### config.mk
export PLATFORM = sky130hd
export DESIGN_NAME = isla_delay_calib
export DESIGN_NICKNAME = d
export VERILOG_FILES = /design/src/rtl/isla_calib_pkg.sv /design/src/rtl/isla_delay_calib_eye_tracker.sv /design/src/rtl/isla_delay_calib.sv
export SDC_FILE = /design/constraint.sdc
export NUM_CORES = 1
export LEC_CHECK = 0
export CAP_MARGIN = 20
export CORE_ASPECT_RATIO = 2
export CORE_MARGIN = 2
export CORE_UTILIZATION = 59
export CTS_CLUSTER_SIZE = 25
export DETAILED_ROUTE_END_ITERATION = 16
export HOLD_SLACK_MARGIN = 0.12
export PLACE_DENSITY = 0.86
export SKIP_CTS_REPAIR_TIMING = 1
export SLEW_MARGIN = 10
export SYNTH_ARGS = -nofsm -noshare
export SYNTH_HDL_FRONTEND = slang
export SYNTH_HIERARCHICAL = 1
export SYNTH_SLANG_ARGS = --single-unit
export TNS_END_PERCENT = 10
### constraint.sdc
create_clock -name sys_clk -period 3.7 [get_ports sys_clk]
set_input_delay 0.37 -clock sys_clk [delete_from_list [all_inputs] [get_ports sys_clk]]
set_output_delay 0.37 -clock sys_clk [all_outputs]
set_load 0.03 [all_outputs]
### src/rtl/isla_calib_pkg.sv
// Shared types and constants for the ISLA IDELAY calibration sequencer.
package isla_calib_pkg;

    typedef enum logic [3:0] {
        ST_IDLE,
        ST_WAIT_RDY,
        ST_SETUP,
        ST_PULSE,
        ST_SETTLE,
        ST_SAMPLE,
        ST_EVAL,
        ST_APPLY_SETUP,
        ST_APPLY_PULSE,
        ST_APPLY_SETTLE,
        ST_DONE
    } state_t;

    localparam int unsigned DEF_NUM_LANES    = 8;
    localparam int unsigned DEF_TAP_BITS     = 5;
    localparam logic [15:0] DEF_TEST_PATTERN = 16'hA5C3;

    // Run lengths must hold the full tap count, one bit wider than a tap.
    function automatic int unsigned run_len_bits(input int unsigned tap_bits);
        return tap_bits + 1;
    endfunction

endpackage

### src/rtl/isla_delay_calib_eye_tracker.sv
// Per-lane passing-window tracker: current and best run, plus the centre tap.
module isla_eye_tracker
    import isla_calib_pkg::*;
#(
    parameter int unsigned TAP_BITS    = DEF_TAP_BITS,
    parameter int unsigned DEFAULT_TAP = 0
) (
    input  logic                clk,
    input  logic                rst,
    input  logic                clear,
    input  logic                pass,
    input  logic                tap_strobe,
    input  logic [TAP_BITS-1:0] tap,
    output logic [TAP_BITS-1:0] centre_c,
    output logic                found_c
);

    localparam int unsigned LW = run_len_bits(TAP_BITS);

    logic [TAP_BITS-1:0] cur_start;
    logic [TAP_BITS-1:0] best_start;
    logic [LW-1:0]       cur_len;
    logic [LW-1:0]       best_len;
    logic [TAP_BITS-1:0] cur_start_nxt;
    logic [LW-1:0]       cur_len_inc;

    // Extended run candidate if this tap passes.
    always_comb begin
        cur_len_inc   = cur_len + LW'(1);
        cur_start_nxt = (cur_len == '0) ? tap : cur_start;
    end

    // Run bookkeeping; best only moves on a strictly longer run so ties keep the earliest window.
    always_ff @(posedge clk or posedge rst) begin
        if (rst) begin
            cur_start  <= '0;
            cur_len    <= '0;
            best_start <= '0;
            best_len   <= '0;
        end else if (clear) begin
            cur_start  <= '0;
            cur_len    <= '0;
            best_start <= '0;
            best_len   <= '0;
        end else if (tap_strobe) begin
            if (pass) begin
                cur_start <= cur_start_nxt;
                cur_len   <= cur_len_inc;
                if (cur_len_inc > best_len) begin
                    best_start <= cur_start_nxt;
                    best_len   <= cur_len_inc;
                end
            end else begin
                cur_len <= '0;
            end
        end
    end

    // Centre of the best window, rounding toward its start.
    always_comb begin
        found_c  = (best_len != '0);
        centre_c = found_c ? (best_start + TAP_BITS'((best_len - LW'(1)) >> 1))
                           : TAP_BITS'(DEFAULT_TAP);
    end

endmodule

### src/rtl/isla_delay_calib.sv
// IDELAY calibration sequencer: sweeps every tap per lane and loads the centre of the widest eye.
module isla_delay_calib
    import isla_calib_pkg::*;
#(
    parameter int unsigned              NUM_LANES     = DEF_NUM_LANES,
    parameter int unsigned              TAP_BITS      = DEF_TAP_BITS,
    parameter logic [2*NUM_LANES-1:0]   TEST_PATTERN  = DEF_TEST_PATTERN,
    parameter int unsigned              SETTLE_CYCLES = 16,
    parameter int unsigned              SAMPLE_COUNT  = 64,
    parameter int unsigned              DEFAULT_TAP   = 0
) (
    input  logic                          sys_clk,
    input  logic                          rst,
    input  logic                          start,
    input  logic [2*NUM_LANES-1:0]        adc_data,
    input  logic                          adc_data_valid,
    input  logic                          delay_rdy,
    output logic [TAP_BITS-1:0]           delay_reg,
    output logic [NUM_LANES-1:0]          delay_select,
    output logic                          delay_load,
    output logic                          busy,
    output logic                          done,
    output logic [NUM_LANES-1:0]          lane_fail,
    output logic [NUM_LANES*TAP_BITS-1:0] lane_tap
);

    localparam int unsigned DW        = 2 * NUM_LANES;
    localparam int unsigned LANE_BITS = (NUM_LANES > 1) ? $clog2(NUM_LANES) : 1;
    localparam int unsigned CNT_MAX   = (SETTLE_CYCLES > SAMPLE_COUNT) ? SETTLE_CYCLES : SAMPLE_COUNT;
    localparam int unsigned CNT_BITS  = $clog2(CNT_MAX + 1);

    state_t               state;
    state_t               state_nxt;
    logic [LANE_BITS-1:0] lane;
    logic [TAP_BITS-1:0]  tap;
    logic [CNT_BITS-1:0]  cnt;
    logic                 err;

    logic                 settle_last_c;
    logic                 sample_last_c;
    logic                 last_lane_c;
    logic                 mismatch_c;
    logic [DW-1:0]        lane_mask_c;
    logic                 trk_clear_c;
    logic                 trk_strobe_c;
    logic [TAP_BITS-1:0]  centre_c;
    logic                 found_c;

    // Counter terminal conditions and selected-lane pattern compare.
    always_comb begin
        settle_last_c = (cnt == CNT_BITS'(SETTLE_CYCLES - 1));
        sample_last_c = adc_data_valid && (cnt == CNT_BITS'(SAMPLE_COUNT - 1));
        last_lane_c   = (lane == LANE_BITS'(NUM_LANES - 1));
        lane_mask_c   = DW'(2'b11) << {lane, 1'b0};
        mismatch_c    = |((adc_data ^ TEST_PATTERN) & lane_mask_c);
        trk_clear_c   = (state == ST_SETUP) && (tap == '0);
        trk_strobe_c  = (state == ST_EVAL);
    end

    isla_eye_tracker #(
        .TAP_BITS   (TAP_BITS),
        .DEFAULT_TAP(DEFAULT_TAP)
    ) u_eye (
        .clk       (sys_clk),
        .rst       (rst),
        .clear     (trk_clear_c),
        .pass      (!err),
        .tap_strobe(trk_strobe_c),
        .tap       (tap),
        .centre_c  (centre_c),
        .found_c   (found_c)
    );

    // State register.
    always_ff @(posedge sys_clk or posedge rst) begin
        if (rst) state <= ST_IDLE;
        else     state <= state_nxt;
    end

    // Next-state decode.
    always_comb begin
        state_nxt = state;
        case (state)
            ST_IDLE:         if (start) state_nxt = ST_WAIT_RDY;
            ST_WAIT_RDY:     if (delay_rdy) state_nxt = ST_SETUP;
            ST_SETUP:        state_nxt = ST_PULSE;
            ST_PULSE:        state_nxt = ST_SETTLE;
            ST_SETTLE:       if (settle_last_c) state_nxt = ST_SAMPLE;
            ST_SAMPLE:       if (sample_last_c) state_nxt = ST_EVAL;
            ST_EVAL:         state_nxt = (&tap) ? ST_APPLY_SETUP : ST_SETUP;
            ST_APPLY_SETUP:  state_nxt = ST_APPLY_PULSE;
            ST_APPLY_PULSE:  state_nxt = ST_APPLY_SETTLE;
            ST_APPLY_SETTLE: if (settle_last_c) state_nxt = last_lane_c ? ST_DONE : ST_SETUP;
            ST_DONE:         state_nxt = ST_IDLE;
            default:         state_nxt = ST_IDLE;
        endcase
    end

    // Datapath: sweep position, counters, delay controls and results.
    // Tap/select are registered at the end of SETUP and the strobe at the end of PULSE,
    // so the delay block always sees a full cycle of stable data before the load edge.
    always_ff @(posedge sys_clk or posedge rst) begin
        if (rst) begin
            busy         <= 1'b0;
            done         <= 1'b0;
            delay_load   <= 1'b0;
            delay_reg    <= '0;
            delay_select <= '0;
            lane_fail    <= '0;
            lane_tap     <= '0;
            lane         <= '0;
            tap          <= '0;
            cnt          <= '0;
            err          <= 1'b0;
        end else begin
            done       <= (state_nxt == ST_DONE);
            delay_load <= (state == ST_PULSE) || (state == ST_APPLY_PULSE);
            case (state)
                ST_IDLE: begin
                    if (start) begin
                        busy      <= 1'b1;
                        lane_fail <= '0;
                        lane_tap  <= '0;
                        lane      <= '0;
                        tap       <= '0;
                    end
                end
                ST_SETUP: begin
                    delay_reg    <= tap;
                    delay_select <= NUM_LANES'(1) << lane;
                    cnt          <= '0;
                end
                ST_SETTLE: begin
                    cnt <= settle_last_c ? '0 : cnt + CNT_BITS'(1);
                    err <= 1'b0;
                end
                ST_SAMPLE: begin
                    if (adc_data_valid) begin
                        cnt <= cnt + CNT_BITS'(1);
                        if (mismatch_c) err <= 1'b1;
                    end
                end
                ST_EVAL: begin
                    tap <= tap + TAP_BITS'(1);
                end
                ST_APPLY_SETUP: begin
                    delay_reg    <= centre_c;
                    delay_select <= NUM_LANES'(1) << lane;
                    cnt          <= '0;
                    for (int i = 0; i < NUM_LANES; i++) begin
                        if (LANE_BITS'(i) == lane) begin
                            lane_tap[i*TAP_BITS +: TAP_BITS] <= centre_c;
                            lane_fail[i]                     <= !found_c;
                        end
                    end
                end
                ST_APPLY_SETTLE: begin
                    cnt <= cnt + CNT_BITS'(1);
                    if (settle_last_c) begin
                        cnt <= '0;
                        if (!last_lane_c) begin
                            lane <= lane + LANE_BITS'(1);
                            tap  <= '0;
                        end
                    end
                end
                ST_DONE: begin
                    busy <= 1'b0;
                end
                default: begin
                end
            endcase
        end
    end

endmodule

==> run_results.csv <==
group,metric,value,unit
status,status,"finished, final reports clean",
drt,first_pass_iters,5,
logic_synthesis,syn_area_per_cell,11.0,sq um
worst_setup_path,worstRegToRegCells,9,
global_route,grt_max_degree,54,
sta,slew_headroom,0.380,
sta,period_minus_slack,2.86,ns
drt,ant_nets,0,
job,max_cap_viol_count,0,
layout,drive_gt1_frac,0.0860,
die,rows,51,
drt,num_vias,4400,
layout,reg_top3,"lane_tap x40, delay_select x8, lane_fail x8",
global_route,met1_usage,0.305,
layout,regMostFlops,"lane_tap",
drt,drc,0,
layout,diodes,0,
global_route,grt_util_met2,0.516,
clocking,clkTransAtPathRegs,0.08,ns
power_and_ir_drop,irDropWorstVdd,0.287,mV
clocking,clkSinkCount,106,
worst_setup_path,crit_type,"register to register",
global_route,top_usage_layer,"met2",
logic_synthesis,synth.top_cell.area_share,0.459,
sta,min_period_over_period,0.774,
placed_design,gp_congestion,0.874,
layout,mostFrequentLayoutCells,"dfrtp_1, clkdlybuf4s50_1, mux2_1, inv_1, nand2_1",
global_route,grt_pass1_vias,4607,
layout,largest_reg_flops,40,
logic_synthesis,ys_seq_elements,106,
global_route,use_met3,0.0547,
sta,final.setup_skew,0.0163,ns
die,die_h,144,microns
placed_design,portBuffers,84,
worst_setup_path,cp_num_buf_inv,0,
die,io_pins,85,
worst_setup_path,cp_num_cells,9,
worst_setup_path,worst_path_max_delay_cell,"or4_1",
worst_setup_path,cp.arrival,3.10,ns
min_path,hold_class,"register to register",
layout,syn2layout_area_growth,21.4,%
power_and_ir_drop,p_leak,0.00322,uW
die,start_util,0.599,
sta,rsz0062_at_grt,"false",
sta,setup_viol,0,
logic_synthesis,synth.cell_area,0.00577,sq mm
logic_synthesis,yosysSeqAreaShare,0.459,
drt,vias_per_cell,5.97,
sta,hold_viol,0,
sta,tightest_slew,0.929,ns
layout,final_common_cell,"dfrtp_1",
logic_synthesis,synth-edff-count,0,
layout,final_nets,645,
worst_setup_path,crit_path_max_fanout,9,
global_route,antenna_found_initial,0,
clocking,cts_root_buf,"clkbuf_16",
die,dieWidth,73.9,microns
logic_synthesis,yosysTopAreaCell,"dfrtp_1",
placed_design,dp.cells,721,
power_and_ir_drop,power,2360,uW
logic_synthesis,synthArstFlopShare,1.00,
sta,slew_viol_final,0,
clocking,cts_tree,"done",
clocking,cts_made_buffers,9,
layout,finalNonFillerCells,737,
logic_synthesis,synthFlopType,"dfrtp_1",
min_path,hold_depth,2,
worst_setup_path,end_kind,"register",
die,design.die.area,0.0106,sq mm
global_route,grt_pass1_wl,23.0,mm
clocking,clk_latency,0.37,ns
drt,wl_per_cell,19.6,microns
global_route,grtUsageTotal,0.288,
logic_synthesis,synth_nets,570,
layout,num-fill-cells,666,
global_route,overflow,0,
placed_design,dp_hpwl,10.6,mm
worst_setup_path,required,3.94,ns
sta,fin_setup_tns,0,ns
drt,wirelength,14.4,mm
logic_synthesis,yosys_warnings,6,
worst_setup_path,path_cells,"or4_1, nand2_1, ha_1, nor2b_1, o21a_1, a211oi_1, nor3b_1, and2_1, mux2_1",
logic_synthesis,yosys-top-cells-area,"dfrtp_1, mux2_1, ha_1",
power_and_ir_drop,power_density,337,mW/mm^2
worst_setup_path,crit_family,"simple AND/OR/NAND/NOR gates",
clocking,cts.path.max_buffers,2,
clocking,cts-htree-levels,3,
die,core_area,0.00964,sq mm
logic_synthesis,ys_types,71,
worst_setup_path,start_kind,"register",
drt,drtIter0Drc,285,
logic_synthesis,syn_inst,525,
worst_setup_path,critPathMaxStageDelay,0.58,ns
sta,clock.fmax,0.349,GHz
[cells by family after synthesis]
| logic type | synth area share |
|---|---|
| fa+ha+maj | 0.0533 |
| mux | 0.140 |
| compound gates | 0.134 |
| flops | 0.459 |
| simple gates | 0.154 |
| buf+inv | 0.0470 |
| xor+xnor | 0.0121 |
[metrics by stage]
step	setup WS, ns	hold WS (ns)	area, sq um	util
floorplan	1.15	0.359	5770	-
global placement	1.14	0.469	6680	0.694
detailed placement	0.950	0.478	6680	0.694
CTS	0.917	0.495	7010	0.727
global route	0.800	0.515	7010	0.727
finish	0.837	0.491	7010	0.727
[worst register-to-register path: cells and delay by family (launching register included)]
kind	cells	cell delay (ns)
simple gates	5	1.22
compound gates	2	0.50
flops	1	0.42
mux	1	0.35
fa+ha+maj	1	0.26
[cells in the mapped netlist (3+ instances only)]
| cell type | instances |
|---|---|
| nand2b_1 | 15 |
| buf_2 | 6 |
| nor2b_1 | 12 |
| o211ai_1 | 4 |
| mux2_1 | 48 |
| a21oi_1 | 24 |
| dfrtp_1 | 106 |
| mux2i_1 | 18 |
| nand3_1 | 17 |
| nand3b_1 | 3 |
| inv_1 | 33 |
| o21ai_1 | 5 |
| xor2_1 | 3 |
| or4_1 | 5 |
| nor2_1 | 20 |
| nor3b_1 | 3 |
| xnor2_1 | 5 |
| o21bai_1 | 4 |
| mux2_2 | 8 |
| and3_1 | 6 |
| nand4_1 | 6 |
| nor3_1 | 6 |
| a21o_1 | 3 |
| nand2_1 | 31 |
| and2_0 | 4 |
| a21oi_4 | 5 |
| clkbuf_1 | 11 |
| o31ai_1 | 6 |
| ha_1 | 23 |
| o21a_1 | 5 |
| o21ai_0 | 18 |
| a31oi_1 | 3 |
| buf_6 | 5 |
| and2_1 | 4 |
| or3_1 | 4 |
[cell type report]
| type | count | area [sq um] | share of cell area |
|---|---|---|---|
| multi-input cells | 361 | 2850 | 0.407 |
| flip-flops and latches | 106 | 2650 | 0.379 |
| repair buffers | 89 | 891 | 0.127 |
| clock buffers | 9 | 225 | 0.0321 |
| well taps | 132 | 165 | 0.0236 |
| inverters | 33 | 125 | 0.0179 |
| clock inverters | 7 | 98.8 | 0.0141 |
[layer usage]
| layer | vias up | part of all wire |
|---|---|---|
| li1 | 2011 | - |
| met1 | 2202 | 0.36 |
| met2 | 141 | 0.55 |
| met3 | 46 | 0.044 |
| met4 | 0 | 0.050 |
| met5 | - | 0 |
[final timing paths]
path                                                     to  slack [ns]                     startpoint
worst max-delay path               lane_tap[34]$_DFFE_PP0P_        0.84  u_eye/best_len[0]$_DFFE_PP0P_
max in group asynchronous                  busy$_DFFE_PP0P_        2.48                            rst
worst max register to register     lane_tap[34]$_DFFE_PP0P_        0.84  u_eye/best_len[0]$_DFFE_PP0P_
min in group asynchronous          lane_fail[4]$_DFFE_PP0P_        0.53                            rst
worst min register to register  delay_select[2]$_DFFE_PP0P_        0.49    delay_select[2]$_DFFE_PP0P_
worst min-delay path            delay_select[2]$_DFFE_PP0P_        0.49    delay_select[2]$_DFFE_PP0P_
[power by group]
part	total [uW]	internal [uW]	switching (uW)
Sequential	1220	1180	34.9
Clock	1010	498	511
Combinational	134	61.9	72.5
Total	2360	1740	619
No activity file was read; power rests on OpenSTA's default activity.
